--- src/rtl/sa_in_skew_if.sv ---
// Upstream row-vector stream into the systolic input skew block.
//   in_valid  : a beat is present (master -> slave)
//   in_ready  : the skew block can take a beat this cycle (slave -> master)
//   in_last   : final beat of a matrix, qualified by in_valid
//   in_data   : LANES data bytes, lane i = bits [DW*i +: DW]
//   in_weight : LANES weight bytes, same packing as in_data
interface sa_in_skew_if #(
   parameter int unsigned LANES = 16,
   parameter int unsigned DW    = 8
);
   logic                  in_valid;
   logic                  in_ready;
   logic                  in_last;
   logic [LANES*DW-1:0]   in_data;
   logic [LANES*DW-1:0]   in_weight;

   modport master (output in_valid, output in_last, output in_data, output in_weight,
                   input  in_ready);
   modport slave  (input  in_valid, input  in_last, input  in_data, input  in_weight,
                   output in_ready);
endinterface

--- src/rtl/sa_in_skew.sv ---
// Input skew stage for a LANES-wide systolic array. Lane i of both data and
// weight is delayed by i advances, so element rows enter the array as a
// diagonal wavefront. After the last beat of a matrix the chains are pushed
// with LANES-1 zero vectors to drain them, then done pulses.
//   clk, rst_n    : clock, asynchronous active-low reset
//   clr           : synchronous soft clear (back to IDLE, chains zeroed)
//   in_if         : upstream stream (slave side)
//   SA_fire_out   : skewed vector valid this cycle
//   SA_data_out   : skewed data lanes
//   SA_weight_out : skewed weight lanes
//   busy          : in FEED or FLUSH
//   done          : one-cycle pulse with the final drained vector
module sa_in_skew #(
   parameter int unsigned LANES = 16,
   parameter int unsigned DW    = 8
) (
   input  logic                clk,
   input  logic                rst_n,
   input  logic                clr,
   sa_in_skew_if.slave         in_if,
   output logic                SA_fire_out,
   output logic [LANES*DW-1:0] SA_data_out,
   output logic [LANES*DW-1:0] SA_weight_out,
   output logic                busy,
   output logic                done
);

   localparam int unsigned CW         = 4;
   localparam int unsigned FLUSH_LAST = LANES - 2;

   typedef enum logic [1:0] {IDLE, FEED, FLUSH} state_t;

   state_t         state;
   logic [CW-1:0]  flush_cnt;
   logic           in_ready_q;
   logic           accept_c;
   logic           flush_c;
   logic           adv_c;

   assign in_if.in_ready = in_ready_q;

   // in_ready_q is only ever high outside FLUSH, so acceptance and flush
   // advances never coincide.
   assign accept_c = in_if.in_valid & in_ready_q;
   assign flush_c  = (state == FLUSH);
   assign adv_c    = accept_c | flush_c;

   // Control FSM with registered handshake/status outputs.
   always_ff @(posedge clk or negedge rst_n) begin
      if (!rst_n) begin
         state       <= IDLE;
         flush_cnt   <= '0;
         in_ready_q  <= 1'b0;
         busy        <= 1'b0;
         done        <= 1'b0;
         SA_fire_out <= 1'b0;
      end else if (clr) begin
         state       <= IDLE;
         flush_cnt   <= '0;
         in_ready_q  <= 1'b1;
         busy        <= 1'b0;
         done        <= 1'b0;
         SA_fire_out <= 1'b0;
      end else begin
         SA_fire_out <= adv_c;
         done        <= 1'b0;
         case (state)
            IDLE, FEED: begin
               in_ready_q <= 1'b1;
               if (accept_c) begin
                  busy <= 1'b1;
                  if (in_if.in_last) begin
                     state      <= FLUSH;
                     in_ready_q <= 1'b0;
                     flush_cnt  <= '0;
                  end else begin
                     state <= FEED;
                  end
               end
            end
            FLUSH: begin
               if (flush_cnt == CW'(FLUSH_LAST)) begin
                  state      <= IDLE;
                  flush_cnt  <= '0;
                  in_ready_q <= 1'b1;
                  busy       <= 1'b0;
                  done       <= 1'b1;
               end else begin
                  flush_cnt <= flush_cnt + CW'(1);
               end
            end
            default: begin
               state      <= IDLE;
               flush_cnt  <= '0;
               in_ready_q <= 1'b1;
               busy       <= 1'b0;
            end
         endcase
      end
   end

   // Per-lane delay chains: lane g has g+1 stages, output is the last stage.
   for (genvar g = 0; g < LANES; g++) begin : g_lane
      logic [DW-1:0] d_sr [g+1];
      logic [DW-1:0] w_sr [g+1];
      logic [DW-1:0] d_in_c;
      logic [DW-1:0] w_in_c;

      // Zeros are pushed while draining.
      assign d_in_c = flush_c ? '0 : in_if.in_data[g*DW +: DW];
      assign w_in_c = flush_c ? '0 : in_if.in_weight[g*DW +: DW];

      always_ff @(posedge clk or negedge rst_n) begin
         if (!rst_n) begin
            for (int k = 0; k <= g; k++) begin
               d_sr[k] <= '0;
               w_sr[k] <= '0;
            end
         end else if (clr) begin
            for (int k = 0; k <= g; k++) begin
               d_sr[k] <= '0;
               w_sr[k] <= '0;
            end
         end else if (adv_c) begin
            d_sr[0] <= d_in_c;
            w_sr[0] <= w_in_c;
            for (int k = 1; k <= g; k++) begin
               d_sr[k] <= d_sr[k-1];
               w_sr[k] <= w_sr[k-1];
            end
         end
      end

      assign SA_data_out[g*DW +: DW]   = d_sr[g];
      assign SA_weight_out[g*DW +: DW] = w_sr[g];
   end

endmodule

--- src/flat_wrapper.sv ---
// flat-port wrapper written by rule: the top's interface ports become plain ports
module sa_in_skew_flat 
#(
   parameter int unsigned LANES = 16,
   parameter int unsigned DW    = 8
)
  (clk, rst_n, clr, SA_fire_out, SA_data_out, SA_weight_out, busy, done, in_if_in_valid, in_if_in_last, in_if_in_data, in_if_in_weight, in_if_in_ready);
  sa_in_skew_if #(.LANES(LANES), .DW(DW)) in_if_i ();
  input  logic clk;
  input  logic rst_n;
  input  logic clr;
  output logic SA_fire_out;
  output logic [LANES*DW-1:0] SA_data_out;
  output logic [LANES*DW-1:0] SA_weight_out;
  output logic busy;
  output logic done;
  input wire logic [$bits(in_if_i.in_valid)-1:0] in_if_in_valid;
  input wire logic [$bits(in_if_i.in_last)-1:0] in_if_in_last;
  input wire logic [$bits(in_if_i.in_data)-1:0] in_if_in_data;
  input wire logic [$bits(in_if_i.in_weight)-1:0] in_if_in_weight;
  output wire logic [$bits(in_if_i.in_ready)-1:0] in_if_in_ready;
  assign in_if_i.in_valid = in_if_in_valid;
  assign in_if_i.in_last = in_if_in_last;
  assign in_if_i.in_data = in_if_in_data;
  assign in_if_i.in_weight = in_if_in_weight;
  assign in_if_in_ready = in_if_i.in_ready;
  sa_in_skew #(.LANES(LANES), .DW(DW)) u_core (.clk(clk), .rst_n(rst_n), .clr(clr), .in_if(in_if_i), .SA_fire_out(SA_fire_out), .SA_data_out(SA_data_out), .SA_weight_out(SA_weight_out), .busy(busy), .done(done));
endmodule
--- config.mk ---
export PLATFORM = sky130hd
export DESIGN_NAME = sa_in_skew_flat
export DESIGN_NICKNAME = d
export VERILOG_FILES = /design/src/rtl/sa_in_skew_if.sv /design/src/rtl/sa_in_skew.sv /design/src/flat_wrapper.sv
export SDC_FILE = /design/constraint.sdc
export NUM_CORES = 2
export LEC_CHECK = 0
export ABC_AREA = 1
export BUFFER_PORTS_ARGS = -buffer_cell sky130_fd_sc_hd__buf_2
export CAP_MARGIN = 25
export CELL_PAD_IN_SITES_DETAIL_PLACEMENT = 0
export CELL_PAD_IN_SITES_GLOBAL_PLACEMENT = 1
export CORE_ASPECT_RATIO = 0.6
export CORE_MARGIN = 8
export CORE_UTILIZATION = 45
export DETAILED_ROUTE_END_ITERATION = 8
export PLACE_DENSITY_LB_ADDON = 0.1
export SYNTH_ARGS = -nofsm -noshare
export SYNTH_HDL_FRONTEND = slang
export SYNTH_SLANG_ARGS = --single-unit
export TNS_END_PERCENT = 50
--- constraint.sdc ---
create_clock -name clk -period 2.05 [get_ports clk]
set_input_delay 0.1025 -clock clk [delete_from_list [all_inputs] [get_ports clk]]
set_output_delay 0.1025 -clock clk [all_outputs]
set_load 0.02 [all_outputs]
==> results.toml <==
[routing]
num_vias = 61400
drtIter0Drc = 4678
route.detailed.drc = 0
drt_first_pass_iters = 8
drt-total-wl_um = 205000
ant_nets = 0
wl_per_cell_um = 15.9
vias_per_cell = 4.76

[timing]
tns_ps = 0
maxSlewViolCount = 0
setup_viol = 0
setup_ws_ps = 135
clock_skew_ps = 32.7
hold_violations = 0
slew_headroom = 0.456
fin_crit_sh = 0.934
finalCriticalPeriod_ps = 1920
worst_pin_slew_ps = 816
whs_ps = 69.8
max_freq_mhz = 522

[place]
dp_hpwl_um = 125000
dp_slack_ps = 71.5
gp_congestion = 0.761
dp_cells = 12200
port_buffers = 520
placed_area_um2 = 92300

[synthesis]
synth.largest_area_cell = "dfrtp_1"
syn_inst = 9569
synth_commonest_cells = "nand2_1, dfrtp_1, inv_1, o21ai_0, buf_4"
syn_area_um2 = 87400
synth.avg_cell_area_um2 = 9.13
synth_area_leaders = "dfrtp_1, nand2_1, o21ai_0, inv_1, buf_4"
synth_fp_nets = 9832
synth_edf_count = 0
yosysMostFrequentCell = "nand2_1"
ys_seq_area_frac = 0.626
synth_top_area_frac = 0.626
ys_types = 19
ys_seq_elements = 2186
ys_async_sr_fraction = 1.00
yosys_warnings = 0
synth_top_flop_cell = "dfrtp_1"

[power_and_ir_drop]
internal_power_mw = 68.6
pwr-share-clk = 0.432
power_frac_comb = 0.075
switching_share = 0.242
seq_power_share = 0.492
p_leak_nw = 46.1
finalPower_mw = 90.5
power.switching_mw = 21.9
powerDensity_nw_per_um2 = 880
ir_drop_mv = 0.661

[clock_tree]
htreeDepth = 4
cts_root_buffer = "clkbuf_16"
clockBufferDepth = 4
cts_buffers = 210
cts_sinks = 2186
clk_latency_ps = 830
cts_tree = "built"
cts.clk_slew.worst_paths_ps = 60

[floorplan]
pin_count = 521
core_um2 = 193000
start_util = 0.452
rows = 125
die_w_um = 585
die_h_um = 357
die_area_um2 = 209000

[global_route]
gr-usage-all-layers = 0.196
grt_pass1_vias = 63500
antenna_found_initial = 8
grt_pass1_wl_um = 343000
gr-total-overflow = 0
grt_max_degree = 141

[layout]
fin_cells = 12900
design_area_um2 = 103000
synthToLayoutAreaGrowth_pct = 17.8
fin_util = 0.533
fin_nets = 10400
drive_gt1_frac = 0.111
nFillCells = 17800

[worst_setup_path]
arrival_ps = 2640
end_kind = "flip-flop"
worstPathMaxFanout = 46
crit_type = "reg -> reg"
crit_path_start_kind = "flip-flop"
cp.required_ps = 2780

[run]
max_cap_viol_count = 0

[hold_path]
hold_class = "in -> reg"

[outcome]
status = "finished clean"
[power by group through the flow]
stage	registers (mW)	logic (mW)	clock network, mW
2_1_floorplan	45.2	3.27	0
3_3_place_gp	45.3	6.32	0
3_5_place_dp	45.3	6.38	0
4_1_cts	44.5	6.94	40.3
5_1_grt	44.6	7.63	42.1
6_report	44.6	6.82	39.1
[path summary, 6_finish.rpt]
| kind | cells after the start | slack (ps) | from | to |
|---|---|---|---|---|
| setup / recovery | 9 | 130 | u_core.state[0] | u_core.g_lane[11].w_sr[74] |
| hold / removal | 4 | 70 | in_if_in_weight[5] | u_core.g_lane[0].w_sr[5] |
| setup reg to reg | 9 | 130 | u_core.state[0] | u_core.g_lane[11].w_sr[74] |
| hold reg to reg | 2 | 460 | u_core.g_lane[15].d_sr[90] | u_core.g_lane[15].d_sr[82] |
| max in group asynchronous | 3 | 1000 | rst_n | u_core.g_lane[10].d_sr[71] |
| min in group asynchronous | 3 | 160 | rst_n | u_core.g_lane[6].w_sr[36] |
[area by class of cell]
| cell class | instances | area (um^2) | area share |
|---|---|---|---|
| inverters | 1928 | 7240 | 0.0704 |
| flip-flops and latches | 2186 | 54700 | 0.532 |
| well taps | 2603 | 3260 | 0.0317 |
| clock buffers | 300 | 6230 | 0.0605 |
| repair buffers | 1154 | 9840 | 0.0957 |
| multi-input cells | 4648 | 20900 | 0.203 |
| diodes | 8 | 20.0 | 0.000195 |
| clock inverters | 70 | 683 | 0.00664 |
[state kept, by name, indices dropped and copies added (netlist names)]
| name | count |
|---|---|
| u_core.SA_data_out | 120 |
| u_core.done | 1 |
| u_core.g_lane.w_sr | 968 |
| u_core.in_if.in_ready | 1 |
| u_core.g_lane.d_sr | 968 |
| u_core.flush_cnt | 4 |
| u_core.SA_fire_out | 1 |
| u_core.busy | 1 |
| u_core.SA_weight_out | 120 |
| u_core.state | 2 |
[logic make-up (layout without fill, tap and decap cells)]
group | Yosys count | count (layout) | share of synthesized area
adder cells (fa/ha/maj) | 2 | 2 | 0.000286
other | 0 | 8 | 0
buffers and inverters | 2735 | 3452 | 0.135
AO/OA/AOI/OAI | 1925 | 1925 | 0.110
flip-flops | 2186 | 2186 | 0.626
AND/OR/NAND/NOR | 2720 | 2720 | 0.128
XOR/XNOR | 1 | 1 | 0.000100
[routing by layer]
layer	GRT usage	share of wire	vias to the layer above
met2	0.304	0.45	823
li1	-	-	30300
met5	0	0	-
met3	0.0271	0.033	268
met4	0.0432	0.020	0
met1	0.295	0.50	30000
[critical path, stage by stage, from the launching register on]
cell     delay (ps)
dfrtp_1         390
inv_1           150
nand2_8          90
a21oi_4         170
buf_12          140
buf_12          210
buf_12          270
buf_12          220
nand2_1          70
o21ai_0          80
[placed cells by master (no fill, tap or decap), types with 3 or more instances in the layout]
master            n
diode_2           8
clkinv_2         49
o21ai_0        1624
nand2_1        2193
clkbuf_8         59
inv_1          1927
buf_2           519
dlygate4sd3_1   363
buf_4           148
dfrtp_1        2186
clkinv_4          4
o21ai_1         299
nand4_1         258
nand3_1         262
nor2_1            3
clkbuf_16       213
clkinv_8          3
clkbuf_1         29
buf_12          121
bufinv_16        11
[what timing repair did]
| item | in CTS | in global routing |
|---|---|---|
| setup buffers | 0 | 1 |
| resized for setup | 0 | 2 |
| setup endpoints to repair | 0 | 31 |
| hold endpoints to repair | 2161 | 0 |
| hold buffers | 363 | 0 |
No activity file was read; power rests on OpenSTA's default activity.
